[src/rtl/edf_sched_pkg.sv]
`default_nettype none
// ==========================================================================
// edf_sched_pkg -- shared types and the modular deadline compare for EDF
// Rev 1.0
// ==========================================================================
package edf_sched_pkg;

  typedef enum logic [0:0] {
    IDLE = 1'b0,
    XFER = 1'b1
  } state_t;

  // eop flag sits this many bits below the MSB of a queue word
  localparam int EOP_FROM_MSB = 0;

  // a is earlier than b when (a - b) taken in w bits is negative
  function automatic logic dl_earlier(input logic [31:0] a, input logic [31:0] b, input int w);
    logic [31:0] diff;
    diff = a - b;
    return diff[w-1];
  endfunction

endpackage
`default_nettype wire

[src/rtl/edf_min_sel.sv]
`default_nettype none
// ==========================================================================
// edf_min_sel -- combinational earliest-deadline search, rr tie-break
// Rev 1.0
// ==========================================================================
module edf_min_sel
  import edf_sched_pkg::*;
#(
  parameter int N     = 4,
  parameter int DL_W  = 12,
  parameter int QID_W = 2
) (
  input  logic [N-1:0]      empty,
  input  logic [N*DL_W-1:0] head_dl,
  input  logic [QID_W-1:0]  rr_ptr,
  output logic [QID_W-1:0]  winner,
  output logic              any_valid
);

  logic             vld [N];
  logic [DL_W-1:0]  dlv [N];
  logic [QID_W-1:0] idx [N];

  // Leaf p holds queue rr_ptr+p, so a lower slot always means "sooner after
  // rr_ptr"; each tree node keeps its left child unless the right one is
  // strictly earlier, which gives the round-robin tie-break for free.
  always_comb begin
    for (int p = 0; p < N; p++) begin
      idx[p] = rr_ptr + QID_W'(p);
      vld[p] = ~empty[idx[p]];
      dlv[p] = head_dl[int'(idx[p])*DL_W +: DL_W];
    end
    for (int s = 1; s < N; s = s * 2) begin
      for (int p = 0; p < N; p = p + 2 * s) begin
        if (vld[p+s] && (!vld[p] || dl_earlier(32'(dlv[p+s]), 32'(dlv[p]), DL_W))) begin
          vld[p] = 1'b1;
          dlv[p] = dlv[p+s];
          idx[p] = idx[p+s];
        end
      end
    end
    winner    = idx[0];
    any_valid = vld[0];
  end

endmodule
`default_nettype wire

[src/rtl/edf_out_scheduler.sv]
`default_nettype none
// ==========================================================================
// edf_out_scheduler -- EDF egress scheduler with 2-entry skid output buffer
// Rev 1.0
// ==========================================================================
module edf_out_scheduler
  import edf_sched_pkg::*;
#(
  parameter int N          = 4,
  parameter int DATA_WIDTH = 16,
  parameter int DL_W       = 12,
  parameter int QID_W      = 2
) (
  input  logic                    clk,
  input  logic                    rst_n,
  input  logic [N-1:0]            q_empty,
  input  logic [N*DL_W-1:0]       q_head_dl,
  input  logic [N*DATA_WIDTH-1:0] q_head_data,
  output logic [N-1:0]            q_rd_en,
  output logic                    out_valid,
  output logic [DATA_WIDTH-1:0]   out_data,
  output logic [QID_W-1:0]        out_qid,
  input  logic                    out_ready,
  output logic                    busy
);

  localparam int EOP_BIT = DATA_WIDTH - 1 - EOP_FROM_MSB;

  state_t                state, state_nxt;
  logic [QID_W-1:0]      sel, rr_ptr, winner;
  logic                  any_valid;
  logic [DATA_WIDTH-1:0] buf_data [2];
  logic [QID_W-1:0]      buf_qid  [2];
  logic [1:0]            count;
  logic [DATA_WIDTH-1:0] head_word;
  logic                  pop, drain, slot_free, head_eop;

  edf_min_sel #(
    .N     (N),
    .DL_W  (DL_W),
    .QID_W (QID_W)
  ) u_min_sel (
    .empty     (q_empty),
    .head_dl   (q_head_dl),
    .rr_ptr    (rr_ptr),
    .winner    (winner),
    .any_valid (any_valid)
  );

  assign head_word = q_head_data[int'(sel)*DATA_WIDTH +: DATA_WIDTH];
  assign head_eop  = head_word[EOP_BIT];
  assign out_valid = (count != 2'd0);
  assign drain     = out_valid & out_ready;
  assign slot_free = (count < 2'd2) | drain;

  always_comb begin
    state_nxt = state;
    pop       = 1'b0;
    case (state)
      IDLE: if (any_valid) state_nxt = XFER;
      XFER: begin
        pop = ~q_empty[sel] & slot_free;
        if (pop && head_eop) state_nxt = IDLE;
      end
      default: state_nxt = IDLE;
    endcase
  end

  assign q_rd_en  = pop ? (N'(1) << sel) : '0;
  assign busy     = (state == XFER);
  assign out_data = buf_data[0];
  assign out_qid  = buf_qid[0];

  always_ff @(posedge clk or negedge rst_n) begin
    if (!rst_n) state <= IDLE;
    else        state <= state_nxt;
  end

  always_ff @(posedge clk or negedge rst_n) begin
    if (!rst_n) begin
      sel    <= '0;
      rr_ptr <= '0;
    end else begin
      if (state == IDLE && any_valid) sel <= winner;
      if (pop && head_eop)            rr_ptr <= sel + 1'b1;
    end
  end

  // Entry 0 is the head; a drain shifts entry 1 down and a push lands in the
  // first slot left free after that shift.
  always_ff @(posedge clk or negedge rst_n) begin
    if (!rst_n) begin
      count       <= 2'd0;
      buf_data[0] <= '0;
      buf_data[1] <= '0;
      buf_qid[0]  <= '0;
      buf_qid[1]  <= '0;
    end else begin
      count <= count + {1'b0, pop} - {1'b0, drain};
      if (drain) begin
        buf_data[0] <= buf_data[1];
        buf_qid[0]  <= buf_qid[1];
      end
      if (pop) begin
        if (count == 2'd0 || (count == 2'd1 && drain)) begin
          buf_data[0] <= head_word;
          buf_qid[0]  <= sel;
        end else begin
          buf_data[1] <= head_word;
          buf_qid[1]  <= sel;
        end
      end
    end
  end

endmodule
`default_nettype wire

[config.mk]
export PLATFORM = sky130hd
export DESIGN_NAME = edf_out_scheduler
export DESIGN_NICKNAME = d
export VERILOG_FILES = /design/src/rtl/edf_sched_pkg.sv /design/src/rtl/edf_min_sel.sv /design/src/rtl/edf_out_scheduler.sv
export SDC_FILE = /design/constraint.sdc
export NUM_CORES = 1
export LEC_CHECK = 0
export CAP_MARGIN = 15
export CORE_ASPECT_RATIO = 0.7
export CORE_MARGIN = 1.5
export CORE_UTILIZATION = 53
export DETAILED_ROUTE_END_ITERATION = 8
export GPL_ROUTABILITY_DRIVEN = 0
export GPL_TIMING_DRIVEN = 0
export PLACE_DENSITY = 0.87
export REMOVE_ABC_BUFFERS = 1
export SLEW_MARGIN = 40
export SYNTH_ARGS = -nofsm -noshare
export SYNTH_HDL_FRONTEND = slang
export SYNTH_SLANG_ARGS = --single-unit
[constraint.sdc]
create_clock -name clk -period 10.2 [get_ports clk]
set_clock_uncertainty 0.1 [all_clocks]
set_input_delay 1.53 -clock clk [delete_from_list [all_inputs] [get_ports clk]]
set_output_delay 1.53 -clock clk [all_outputs]
set_load 0.02 [all_outputs]
==> key figures, run 1 <==
Die
  • Total core area: 9110 um2
  • Die Width: 119 um
  • Starting Density: 55.0%
  • I/O pin cnt: 143
  • Die area: 10000 um2
  • Row cnt: 29
  • Die height: 84.3 um

CTS
  • Clock Pin Slew Worst Setup and Hold Paths: 0.06 ns
  • Hold-fix buffers at CTS: 0
  • Clock sink count: between 40 and 50
  • Post-CTS Setup Inserts: 0
  • H-tree depth: 2
  • CTS Buffer Depth: 2
  • Clk root buf: clkbuf_16
  • Num CTS Buffers: 5
  • CTS tree: yes
  • Gates resized, CTS repair: 0
  • Clk_lat worst skew: 0.29 ns

Placed design
  • Hpwl dp: 10.6 mm
  • Placed cell count: 787
  • Buffers added on ports: 142

Critical path
  • Crit Path Max Fanout: 25
  • WP data arrival: 7.23 ns
  • Worst setup EP type: flip-flop
  • Worst Path Required: 10.27 ns
  • Type of origin of the critical path: input port
  • Worst Path Class, Setup: in -> reg

Drt
  • DR iter-0 viols: roughly 430
  • DRC errors left: 0
  • Routed WL: 13.6 mm
  • Drt wl/cell: 17.0 um
  • Initial DRT Pass Iterations: 7
  • Drt via density: 5.95
  • DR vias: 4731
  • ANT nets after route: 0

Flow run
  • Max-cap violations: 0

Global routing
  • Initial antenna violation count: 0
  • Gr usage total: between 20 and 30%
  • Pin count of the biggest net entering global routing: 51
  • Congestion Overflow GR: 0
  • Number of global-route vias before repair: between 4000 and 5000
  • First-pass GRT wire length: 22.2 mm

Min path
  • HP Class: reg -> reg

Logic synthesis
  • Syn avg cell area: about 8.7 um2
  • Largest family of logic cells by synthesized area: multiplexers
  • Most used DFF post-synth: dfrtp_1
  • Simple-gate portion of the synthesized area: 14.7%
  • Most common cell in the netlist: nand2_1
  • Netlist cell types: 51
  • Synthesized cell area: about 5000 um2
  • Largest area contributor in the netlist: dfrtp_1
  • Synth Area in XOR/XNOR: under 10%
  • Area share of fa/ha/maj cells after synthesis: about 9.0%
  • Mux contribution to synthesized area: 27.7%
  • Seq/Total Area, Yosys: a little over a fifth
  • Ys Warns: 0
  • EDFF count, synth: 0
  • Yosys reg bits: between 40 and 50
  • Ys async rst share: 100%
  • Synth Area in Compound Gates: ~18%
  • Synth Instances: 573
  • Synth top area cells: dfrtp_1 21%, mux2_2 9.4%, mux2i_1 9.4%
  • Synth top cells by count: 72 x nand2_1, 56 x o21ai_0, 47 x mux2i_1, 44 x a21oi_1, 44 x nor2_1
  • Yosys top cell area share: 21.5%

Outcome
  • Status: finished clean

Final layout
  • Synthesis-to-layout area growth: 29.8%
  • Utilization after layout: 71.3%
  • Share of layout cells above drive strength 1: 14.0%
  • Final non-filler cell total: 795
  • Fillcell total: around 660
  • Diodes inserted: 0
  • Final layout net count: just over 800

Timing
  • Tcrit/Tclk final: ~70%
  • Max Slew Vio Count: 0
  • Worst hold slack: roughly 0.41 ns
  • Post-layout minimum cycle time: 7.16 ns
  • RSZ-0062 raised after global routing: no
  • Fin. Hold Viols: 0
  • Fmax: between 100 and 150 MHz
  • Max_slew headroom: approximately half
  • Setup violators final: 0
  • Slew @ Worst Pin: 0.740 ns
  • Sum Neg Setup Slack: 0 ns

Power
  • Final Power: 2.35 mW
  • Maximum vdd drop: 208 uV
  • Static leakage: about 2.7 nW
  • P per Cell Area: approximately 360 nW/um2
==> per-stage QoR <==
step | worst slack [ns] | instance area (um2)
6_report | 3.04 | 6500
5_1_grt | 2.72 | 6500
4_1_cts | 2.91 | 6490
3_5_place_dp | 2.65 | 6350
3_3_place_gp | 1.87 | 6290
2_1_floorplan | 3.21 | 4720
==> power by group <==
part           internal [mW]  switching, mW  leakage, nW
registers              0.266          0.118        0.507
logic                  0.825          0.991         2.08
clock network         0.0903         0.0643       0.0669
total                   1.18           1.17         2.66
==> routing by layer <==
metal / GRT usage, % / wire (um)
met5: 0 / 0
met4: 8.11 / 310
met3: 6.05 / 844
met2: 45.6 / 6570
met1: 35.7 / 5830
==> state kept, by name, summed over array words and instances (netlist names) <==
register and cells:
count 2, out_data 16, buf_data 16, busy 1, out_qid 2, rr_ptr 2, sel 2, buf_qid 2
==> placed cells by master (no fill, tap or decap), drive strengths merged, types with 11 or more instances in the layout <==
cell           Yosys  final
nand4             11     11
nor2              45     45
ha                36     36
a21oi             44     44
dfrtp             43     43
nand2             72     72
o21ai             62     62
inv               12     11
mux2              42     42
mux4              19     19
mux2i             48     48
clkdlybuf4s50      0    141
==> worst paths after layout <==
check	startpoint	end	slack, ns	depth (start not counted)
setup / recovery	q_head_dl[10]	sel[0]	3.04	25
hold / removal	buf_data[14]	buf_data[14]	0.41	1
setup reg to reg	rr_ptr[0]	sel[0]	3.57	24
hold reg to reg	buf_data[14]	buf_data[14]	0.41	1
max in group asynchronous	rst_n	sel[0]	8.47	1
min in group asynchronous	rst_n	out_data[4]	1.12	1
==> worst max-delay path: stages <==
cell and delay [ns]:
clkdlybuf4s50_1 0.43, mux2_2 0.28, nor2_1 0.09, a21oi_1 0.09, ha_1 0.36, nand4_1 0.17, or2_2 0.38, o32ai_1 0.51
o211ai_1 0.25, and3_2 0.44, nor2_1 0.16, a21oi_1 0.06, ha_1 0.32, a21o_1 0.16, a21o_1 0.17, a21o_1 0.17
a21o_1 0.19, a211oi_1 0.23, o21ai_0 0.17, a211oi_1 0.23, a21oi_1 0.13, xor2_1 0.28, nor2_1 0.11, a221oi_2 0.24
nand2b_1 0.08
==> cell families after synthesis <==
family,count (synthesis)
and+or+nand+nor,162
DFF,43
xor gates and xnor gates,11
adders and majority gates,36
buffers and inverters,66
AOI/OAI and AO/OA,146
muxes,109
==> cell type report <==
class	instances	area, um2	area share (%)
Sequential cell	43	1090	16.7
Clock inverter	2	12.5	0.193
Tap cell	124	155	2.39
Multi-Input combinational cell	464	3610	55.6
Clock buffer	6	129	1.98
Inverter	12	46.3	0.712
Timing Repair Buffer	144	1460	22.5
No activity file was read; power rests on OpenSTA's default activity.
==> run 2: changes to the inputs <==
--- a/config.mk
+++ b/config.mk
@@ -8,11 +8,11 @@
 export CAP_MARGIN = 15
 export CORE_ASPECT_RATIO = 0.7
 export CORE_MARGIN = 1.5
-export CORE_UTILIZATION = 53
+export CORE_UTILIZATION = 45
 export DETAILED_ROUTE_END_ITERATION = 8
 export GPL_ROUTABILITY_DRIVEN = 0
 export GPL_TIMING_DRIVEN = 0
-export PLACE_DENSITY = 0.87
+export PLACE_DENSITY = 0.78
 export REMOVE_ABC_BUFFERS = 1
 export SLEW_MARGIN = 40
 export SYNTH_ARGS = -nofsm -noshare
==> constraint.sdc (replaced) <==
create_clock -name clk -period 6.45 [get_ports clk]
set_clock_uncertainty 0.1 [all_clocks]
set_input_delay 0.9675 -clock clk [delete_from_list [all_inputs] [get_ports clk]]
set_output_delay 0.9675 -clock clk [all_outputs]
set_load 0.02 [all_outputs]
==> run 2 against run 1 <==
  * Clock-buffer cell count down 1
  * Core utilization down 8.1 points
  * Non-clock buffer count up 8
  * Die area up 17%
  * Via count up 2.6%
  * Clock power up 84%
  * Sequential share of layout area down 0.48 points
  * First-iteration DRC count down 24%
  * Cell count up 4.4%
  * Routed wire length up 5.1%
  * Final area up 3.0%
  * Largest cell class unchanged
  * Highest routed layer unchanged
==> key figures, run 2 (synthesized netlist as in run 1, its figures left out) <==
Power
  • Maximum vdd drop: 223 uV
  • Final Power: ~4 mW
  • Flop pwr share: between 15 and 20%
  • P per Cell Area: slightly below 600 nW/um2
  • Comb pwr share: between 70 and 80%
  • Clock share of power: between 7 and 8%
  • Static leakage: between 2 and 3 nW
  • Switch Pwr: slightly below 2 mW
  • Net Sw Frac: between 40% and 50%
  • Internal power: approximately 2 mW

Critical path
  • Type of origin of the critical path: input port
  • Crit-path most repeated cell: a21o_1
  • CP max stage cell: clkdlybuf4s50_1
  • Worst Path Class, Setup: in -> reg
  • Worst setup EP type: flip-flop
  • Worst reg2reg path startpoint: rr_ptr[1]
  • Buf+Inv Stages, Crit Path: 1
  • Delay-heaviest family, CP: compound AO/OA/AOI/OAI gates
  • Slowest stage delay, CP: 0.44 ns
  • Crit path launch: q_head_dl[7]
  • Crit Path Max Fanout: 5
  • Worst Path Required: 6.51 ns
  • WP data arrival: 6.28 ns

Die
  • I/O pin cnt: ~140
  • Die Width: between 100 and 150 um
  • Total core area: 10600 um2
  • Die height: 91.2 um
  • Row cnt: 31
  • Die area: ~12000 um2
  • Starting Density: 47.3%

CTS
  • Num CTS Buffers: 5
  • Clock Pin Slew Worst Setup and Hold Paths: ~0.06 ns
  • CTS Buffer Depth: 2
  • Clk root buf: clkbuf_16
  • Clk_lat worst skew: about 0.28 ns
  • Clock sink count: 43
  • Hold-fix buffers at CTS: 0
  • CTS tree: yes
  • H-tree depth: 2

Drt
  • Initial DRT Pass Iterations: 5
  • Metal-1 WL: ~6.4 mm
  • ANT nets after route: 0
  • DRC errors left: 0
  • DR iter-0 viols: 324
  • Routed WL: between 10 and 15 mm
  • Metal2 WL: slightly below 7 mm
  • Drt via density: between 5 and 6
  • Highest Signal Layer: met4
  • Routed wl met3: 826 um
  • DR vias: 4856
  • Drt wl/cell: approximately 17 um

Flow run
  • Max-cap violations: 0

Global routing
  • Congestion Overflow GR: 0
  • First-pass GRT wire length: 21.7 mm
  • Gr usage total: 22.8%
  • Initial antenna violation count: 0
  • Pin count of the biggest net entering global routing: between 50 and 60
  • Number of global-route vias before repair: 4601

Min path
  • Hold_sp: buf_data[1]
  • HP Class: reg -> reg

Placed design
  • Hpwl dp: 10.6 mm
  • Buffers added on ports: 142
  • Placed cell count: approximately 810
  • Placed cell area: 6380 um2

Final layout
  • Synthesis-to-layout area growth: 33.7%
  • Final non-filler cell total: 830
  • Final Instance Area: 6690 um2
  • Diodes inserted: 0
  • Utilization after layout: 63.2%
  • Final layout net count: 836
  • Commonest non-fill, non-tap cells in the layout: 141 x clkdlybuf4s50_1, 71 x nand2_1, 54 x o21ai_0, 46 x mux2i_1, 44 x a21oi_1
  • Share of layout cells above drive strength 1: between 10% and 20%
  • Commonest non-fill, non-tap cell in the layout: clkdlybuf4s50_1

Timing
  • Setup violators final: 0
  • Slew @ Worst Pin: 0.728 ns
  • Max_slew headroom: between 50 and 60%
  • Max Slew Vio Count: 0
  • Fin. Hold Viols: 0
  • Fmax: 161 MHz
  • Post-layout minimum cycle time: 6.22 ns
  • Tcrit/Tclk final: a little over nine tenths

Outcome
  • Status: finished clean
-- run 2: cell types whose count changed in the layout (fill, tap and decap cells not counted), sizes merged --
cell      change
buf           +8
and3          +2
bufinv        +1
clkbuf        -1
clkinvlp      -1
inv           +1
nor2          +1
-- run 2: routing by layer --
layer	vias up	global-route usage (%)
li1	2297	-
met1	2343	31.5
met2	192	38.6
met3	24	3.36
met4	0	3.46
met5	-	0
-- run 2: final cells by class --
class	count	area [um2]
fill	846	3900
multi-input combinational	467	3660
timing repair buffer	152	1540
sequential	43	1090
tap	148	185
clock buffer	5	125
inverter	12	47.5
clock inverter	3	43.8
-- run 2: power groups by stage --
stage	clock network, mW	logic (mW)	registers (mW)
5_1_grt	0.303	3.33	0.640
3_5_place_dp	0	2.80	0.630
2_1_floorplan	0	1.95	0.693
4_1_cts	0.293	2.83	0.629
6_report	0.285	3.07	0.610
3_3_place_gp	0	2.63	0.671
-- run 2: worst paths after layout --
kind	to	slack [ns]	cells past startpoint
worst max-delay path	sel[0]	0.23	25
min in group asynchronous	out_data[14]	0.57	1
worst min-delay path	buf_data[1]	0.41	1
max in group asynchronous	rr_ptr[0]	5.28	1
worst max register to register	sel[0]	0.39	23
worst min register to register	buf_data[1]	0.41	1
-- run 2: timing repair --
item / in CTS / in global routing
endpoints found under the setup margin: 2 / 2
pin swaps: 0 / 4
setup buffers: 0 / 8
gates resized for setup: 2 / 9
gates cloned: 0 / 3
-- run 2: through the flow --
step | TNS, ns | hold WS, ns | setup slack (ns)
finish | 0 | 0.407 | 0.230
global route | -0.00565 | 0.425 | -0.00565
CTS | 0 | 0.412 | 0.131
detailed placement | -1.11 | 0.396 | -0.598
global placement | -3.75 | 0.388 | -1.90
floorplan | -1.02 | 0.380 | -0.545
